===== src/rtl/dispatch_queue.sv =====
// In-order dispatch FIFO: issues the head bundle to the simple/complex/FP port and sequences fence and trap entries.
// Entries can issue 1 cycle after they are pushed; the head is held until a port accepts it, and in_ready drops when the queue is full.
module dispatch_queue #(
   parameter int DEPTH = 8,
   parameter int PW    = 32
) (
   input  logic                       clk,
   input  logic                       rst,
   input  logic                       in_valid,
   output logic                       in_ready,
   input  logic [5:0]                 in_aluop,
   input  logic [1:0]                 in_disp,
   input  logic                       in_fence,
   input  logic                       in_ecall,
   input  logic                       in_ebreak,
   input  logic [PW-1:0]              in_payload,
   output logic                       s_valid,
   input  logic                       s_ready,
   output logic                       c_valid,
   input  logic                       c_ready,
   output logic                       f_valid,
   input  logic                       f_ready,
   output logic [5:0]                 iss_aluop,
   output logic [PW-1:0]              iss_payload,
   input  logic                       pipes_empty,
   output logic                       fence_done,
   output logic                       trap_valid,
   output logic [1:0]                 trap_cause,
   input  logic                       resume,
   input  logic                       flush,
   output logic [$clog2(DEPTH+1)-1:0] count
);

   localparam int AW = $clog2(DEPTH);
   localparam int CW = $clog2(DEPTH+1);

   typedef struct packed {
      logic [5:0]    aluop;
      logic [1:0]    disp;
      logic          fence;
      logic          ecall;
      logic          ebreak;
      logic [PW-1:0] payload;
   } entry_t;

   typedef enum logic [1:0] {
      RUN         = 2'd0,
      FENCE_DRAIN = 2'd1,
      HALT        = 2'd2
   } state_t;

   entry_t          mem_q [DEPTH];
   entry_t          mem_d [DEPTH];
   logic [AW-1:0]   rd_ptr_q, rd_ptr_d;
   logic [AW-1:0]   wr_ptr_q, wr_ptr_d;
   logic [CW-1:0]   count_q, count_d;
   state_t          state_q, state_d;
   logic [1:0]      cause_q, cause_d;

   entry_t          head;
   entry_t          in_entry;
   logic            empty;
   logic            push;
   logic            pop;

   always_comb begin
      head     = mem_q[rd_ptr_q];
      empty    = (count_q == '0);
      in_entry = '{aluop: in_aluop, disp: in_disp, fence: in_fence,
                   ecall: in_ecall, ebreak: in_ebreak, payload: in_payload};

      in_ready    = (count_q < CW'(DEPTH)) & ~flush & ~rst;
      push        = in_valid & in_ready;
      pop         = 1'b0;
      s_valid     = 1'b0;
      c_valid     = 1'b0;
      f_valid     = 1'b0;
      fence_done  = 1'b0;
      trap_valid  = 1'b0;
      trap_cause  = 2'b00;
      iss_aluop   = rst ? 6'd0 : head.aluop;
      iss_payload = rst ? '0 : head.payload;
      count       = rst ? '0 : count_q;
      state_d     = state_q;
      cause_d     = cause_q;

      // Nothing issues or retires while reset or flush is asserted.
      if (!rst && !flush) begin
         case (state_q)
            RUN: begin
               if (!empty) begin
                  case (head.disp)
                     2'b10: f_valid = 1'b1;
                     2'b01: c_valid = 1'b1;
                     2'b11: begin
                        s_valid = 1'b1;
                        c_valid = ~s_ready;
                     end
                     default: begin
                        if (head.fence) begin
                           state_d = FENCE_DRAIN;
                        end else begin
                           pop     = 1'b1;
                           state_d = HALT;
                           cause_d = head.ebreak ? 2'b01 : (head.ecall ? 2'b00 : 2'b10);
                        end
                     end
                  endcase
                  if ((s_valid & s_ready) | (c_valid & c_ready) | (f_valid & f_ready)) begin
                     pop = 1'b1;
                  end
               end
            end
            FENCE_DRAIN: begin
               if (pipes_empty) begin
                  pop        = 1'b1;
                  fence_done = 1'b1;
                  state_d    = RUN;
               end
            end
            HALT: begin
               trap_valid = 1'b1;
               trap_cause = cause_q;
               if (resume) begin
                  state_d = RUN;
               end
            end
            default: state_d = RUN;
         endcase
      end

      mem_d    = mem_q;
      rd_ptr_d = rd_ptr_q;
      wr_ptr_d = wr_ptr_q;
      count_d  = count_q;
      if (push) begin
         mem_d[wr_ptr_q] = in_entry;
         wr_ptr_d        = wr_ptr_q + AW'(1);
      end
      if (pop) begin
         rd_ptr_d = rd_ptr_q + AW'(1);
      end
      if (push && !pop) begin
         count_d = count_q + CW'(1);
      end else if (pop && !push) begin
         count_d = count_q - CW'(1);
      end

      if (flush) begin
         rd_ptr_d = '0;
         wr_ptr_d = '0;
         count_d  = '0;
         state_d  = RUN;
      end
   end

   always_ff @(posedge clk) begin
      if (rst) begin
         rd_ptr_q <= '0;
         wr_ptr_q <= '0;
         count_q  <= '0;
         state_q  <= RUN;
         cause_q  <= 2'b00;
      end else begin
         rd_ptr_q <= rd_ptr_d;
         wr_ptr_q <= wr_ptr_d;
         count_q  <= count_d;
         state_q  <= state_d;
         cause_q  <= cause_d;
      end
   end

   // Storage needs no reset: occupancy alone decides which slots are live.
   always_ff @(posedge clk) begin
      mem_q <= mem_d;
   end

endmodule


===== config.mk =====
export PLATFORM = sky130hd
export DESIGN_NAME = dispatch_queue
export DESIGN_NICKNAME = d
export VERILOG_FILES = /design/src/rtl/dispatch_queue.sv
export SDC_FILE = /design/constraint.sdc
export NUM_CORES = 1
export LEC_CHECK = 0
export CORE_MARGIN = 3
export CORE_UTILIZATION = 45
export CTS_CLUSTER_SIZE = 8
export DETAILED_ROUTE_END_ITERATION = 10
export PLACE_DENSITY = 0.66
export SKIP_CTS_REPAIR_TIMING = 1
export SYNTH_ARGS = -nofsm -noshare
export SYNTH_HDL_FRONTEND = slang
export SYNTH_SLANG_ARGS = --single-unit

===== constraint.sdc =====
create_clock -name clk -period 5.6 [get_ports clk]
set_input_delay 0.84 -clock clk [delete_from_list [all_inputs] [get_ports clk]]
set_output_delay 0.84 -clock clk [all_outputs]
set_load 0.01 [all_outputs]

**Word level (Yosys, flattened, before mapping)**

Cells that the tools add are included.

- Add/subtract/negate cells: 4
- $lt $le $gt $ge: 4
- Equality and inequality tests: 9
- Multiplexer cells: 53
- Bitwise operators: 16
- Reduce and logical (&&, ||, !) cells: 15

Operators with widths:

| operator | count |
|---|---|
| $bwmux 344 | 1 |
| $bmux 43 s3 | 1 |
| $demux 43 s3 | 1 |
| $mux 43 | 3 |
| $mux 32 | 1 |
| $mux 1 | 30 |
| $mux 2 | 9 |
| $mux 4 | 3 |
| $reduce_and 5->1 | 2 |
| $ge 4x4->1 const B | 2 |
| $ne 2x2->1 const B | 4 |
| $not 3->4 | 2 |
| $add 3x1->3 const B | 2 |
| $and 1x1->1 | 6 |
| $eq 2x2->1 const B | 3 |
| $mux 6 | 1 |
| $not 1->1 | 6 |
| $pmux 2 s3 | 1 |
| $add 4x1->4 const B | 1 |
| $eq 2x1->1 const B | 2 |
| $logic_and 1x1->1 | 4 |
| $logic_not 1->1 | 4 |
| $logic_not 4->1 | 1 |
| $lt 4x1->1 const B | 1 |
| other kinds (8) | 10 |

- Bits in registers: 358
- Bits of input ports: 52
- Output and inout port bits: 50
- Logic and storage cells: 154

**Longest topological paths before layout**

- Depth in word-level cells: 19
- Mapped depth: 15
- Depth with buffers taken out: 13

**Worst setup path after synthesis**

Ideal clock, no wire load.

- Kind: input port to flip-flop
- From: input port rst
- To: register mem_q[301] (netlist name), enable pin
- Setup time: 497 ps
- Arrival: 4946 ps
- Data required time: 5103 ps
- Setup slack: 158 ps
- Cell stages on the path: 8
- Buffers on the path: 3
- Path through: buf_6 > or2_1 > buf_2 > nor2_1 > and2_1 > buf_1 > nand2b_1 > nor3_1

- Longest elaborated chain between the ends: 3

RTL lines:

| element | line | RTL |
|---|---|---|
| start, declared | 8 | `input logic rst,` |
| $not 1->1 | 72 | `in_ready = (count_q < CW'(DEPTH)) & ~flush & ~rst;` |
| $and 1x1->1 | 72 |  |
| via in_ready | 10 | `output logic in_ready,` |
| $and 1x1->1 | 73 | `push = in_valid & in_ready;` |
| via push | 63 | `logic push;` |
| end signal, assigned | 175 | `mem_q <= mem_d;` |
| end, declared | 52 | `entry_t mem_q [DEPTH];` |

The timed path passes the listed nets, and every way through them passes these cells.
A chain may end at the register's enable or synchronous reset.

**Worst setup path after layout**

- From: register rd_ptr_q[1]
- To: output port iss_aluop[1]

- Longest elaborated chain between the ends: 5

RTL lines:

| element | line | RTL |
|---|---|---|
| start, declared | 54 | `logic [AW-1:0] rd_ptr_q, rd_ptr_d;` |
| start signal, assigned | 165 | `rd_ptr_q <= rd_ptr_d;` |
| $not 3->4 (implied by the code) | 67 | `head = mem_q[rd_ptr_q];` |
| $bmux 43 s3 | 67 |  |
| $mux 43 (implied by the code) (2 in series) | 67 |  |
| $mux 6 | 81 | `iss_aluop = rst ? 6'd0 : head.aluop;` |
| end, declared | 23 | `output logic [5:0] iss_aluop,` |

No other way between the ends. The select of a mux whose other input is x is not followed.

==> results.cfg <==
[cts]
path_clk_slew_ns = 0.05
cts-root-buf = clkbuf_16
clk_latency_ns = 0.54
htree_levels = 2
cts_buffer_depth = 3
cts_buffers = 50
cts_tree = yes
clock_sinks = 358

[cells_and_area]
regArea_um2 = 10600
final_area_um2 = 16800
syn_to_final_growth_pct = 20.9
num-fill-cells = 2237
stdcell_count = 1190
num_antenna_cells = 0
drive_above_1_share_pct = 21.3
layout.nets = 848
finish.utilization_pct = 55.9
multi_input_area_um2 = 3160

[logic_synthesis]
synth-seq-cells = 358
synth.distinct_cells = 39
netlist_instances = 657
ys.flop_type = edfxtp_1
yosysWarnings = 0
syn_area_per_cell_um2 = 21.1
syn_nets = 715
synth_area_um2 = 13900
synth-async-reset-ratio_pct = 0
synth-edff-count = 344
yosysSeqAreaShare_pct = 76.4

[placement]
postPlaceCellArea_um2 = 15400
numPortBuffers = 101
routabilityCongestion = 0.769
dpl_worst_slack_ns = 1.19
dp_hpwl_um = 15100
dp.cells = 1128

[worst_hold_path]
min_from = cause_q[1]
min_path_type = register to register

[drt]
met3_wirelength_um = 1730
antenna_left = 0
firstDrtPassIters = 5
drtIter0Drc = 440
wl_um = 28000
via_per_inst = 5.66
route.met2.wl_um = 13900
route.detailed.drc = 0
vias = 6736
m1WireLength_um = 11800
routedWlPerCell_um = 23.5
top_layer_used = met5

[setup_path]
r2r_start = rd_ptr_q[0]
worst-path-buf-inv = 2
critPathLaunchType = register
critical_path_arrival_ns = 3.36
critPathSlowestCell = dfxtp_4
critical_path.max_stage_delay_ns = 0.82
required_ns = 4.76
crit_path_cell_trace = buf_4 -> mux4_2 -> mux2i_1 -> nor2_1 -> clkdlybuf4s50_1
end_kind = output pin
crit_family = buffers and inverters
crit_fanout = 47
crit_type = register to output pin
cp-startpoint = rd_ptr_q[1]

[sta]
whs_ns = 0.471
worst_pin_slew_ns = 1.03
slew_violations = 0
finalCritPeriodShare_pct = 75.0
setup_viol = 0
rsz0062_at_grt = false
hold_viol_final = 0
setup-tns-final_ns = 0
period_needed_ns = 4.20
fin_ws_ns = 1.40
maxSlewHeadroom_pct = 31.5
clock_skew_ns = 0.0188
fmax_mhz = 238

[global_route]
grt_pass1_wl_um = 43200
track_usage_pct = 17.0
overflow = 0
grt_start_max_net_pins = 55
antenna_found_initial = 2
grt_pass1_vias = 7459

[power_and_ir_drop]
power.leakage_nw = 5.16
power.total_mw = 5.73
irDropWorstVdd_uv = 302
power_density_nw_per_um2 = 341

[floorplan]
core_um2 = 30000
die_width_um = 182
num_rows = 63
io_pins = 102
initial_core_util_pct = 46.2
die-area_um2 = 33000
die_y_um = 182

[outcome]
outcome = finished, final reports clean

[run]
max_cap_viol_count = 0
[per-layer routing]
layer	vias to the layer above	GRT usage (%)
li1	2931	-
met1	3542	22.6
met2	206	28.6
met3	53	3.83
met4	4	4.94
met5	-	0
[final timing paths]
kind,to,depth (start not counted),slack [ns]
worst max-delay path,iss_aluop[1],5,1.40
worst min-delay path,cause_q[1],2,0.47
worst max register to register,count_q[3],13,1.57
worst min register to register,cause_q[1],2,0.47
[where the power goes]
part / internal, mW / switching [mW] / total, mW
sequential: 2.95 / 0.00635 / 2.96
clock: 1.61 / 0.986 / 2.60
combinational: 0.0838 / 0.0878 / 0.172
[cell usage in the layout (no fill, tap or decap), types with 3 or more instances in the layout]
master           Yosys  layout
nor3_1               5       3
dfxtp_4              0       3
mux4_2              84      84
nand2_1             10      10
nor2_1              57      51
buf_4                0       9
ha_1                 5       5
nor2b_1              7       7
buf_12               0       4
or3_1                3       3
edfxtp_1           344     344
mux2i_1             46      46
clkbuf_16            0      51
xnor2_1              3       3
dfxtp_1             14      11
a21oi_1              9       9
clkbuf_1            12       9
inv_1                4       4
mux2_2               4       4
nor2_4               0       6
clkdlybuf4s50_1      0     100
nand2b_1             4       4
[kinds of logic (layout without fill, tap and decap cells)]
group / after synthesis / count (layout) / share of synthesized area [%]
flops: 358 / 358 / 76.4
mux: 134 / 134 / 17.3
simple gates: 96 / 96 / 3.21
buf+inv: 38 / 181 / 1.23
compound gates: 20 / 20 / 0.955
fa+ha+maj: 6 / 6 / 0.595
xor+xnor: 5 / 5 / 0.316
[Yosys cell counts, drive strengths merged (2+ instances only)]
cell | n | area, µm²
a21o | 2 | 15.0
a21oi | 9 | 45.0
and2 | 2 | 12.5
and3 | 2 | 12.5
buf | 21 | 106
clkbuf | 12 | 45.0
dfxtp | 14 | 280
edfxtp | 344 | 10300
ha | 5 | 62.6
inv | 5 | 18.8
mux2 | 4 | 45.0
mux2i | 46 | 460
mux4 | 84 | 1890
nand2 | 10 | 37.5
nand2b | 4 | 25.0
nand3b | 2 | 27.5
nor2 | 57 | 214
nor2b | 7 | 43.8
nor3 | 5 | 25.0
o21ai | 2 | 10.0
or3 | 3 | 18.8
xnor2 | 3 | 26.3
xor2 | 2 | 17.5
[flip-flops by register name, indices dropped and copies added, names as in the netlist]
register  flops
mem_q       344
state_q       2
cause_q       2
rd_ptr_q      3
count_q       4
wr_ptr_q      3
[tightest hold or removal path: cells and delay by family, from the launching register on]
kind	cells	cell delay (ns)
AOI/OAI and AO/OA	1	0.05
DFF	1	0.31
and+or+nand+nor	1	0.06
[final cells by class]
type                       count  area share, %
sequential                   358           63.3
tap                          390           2.91
clock buffer                  60           7.81
clock inverter                 2          0.172
timing repair buffer         114           6.88
multi-input combinational    261           18.8
inverter                       5          0.112
No activity file was read; power rests on OpenSTA's default activity.
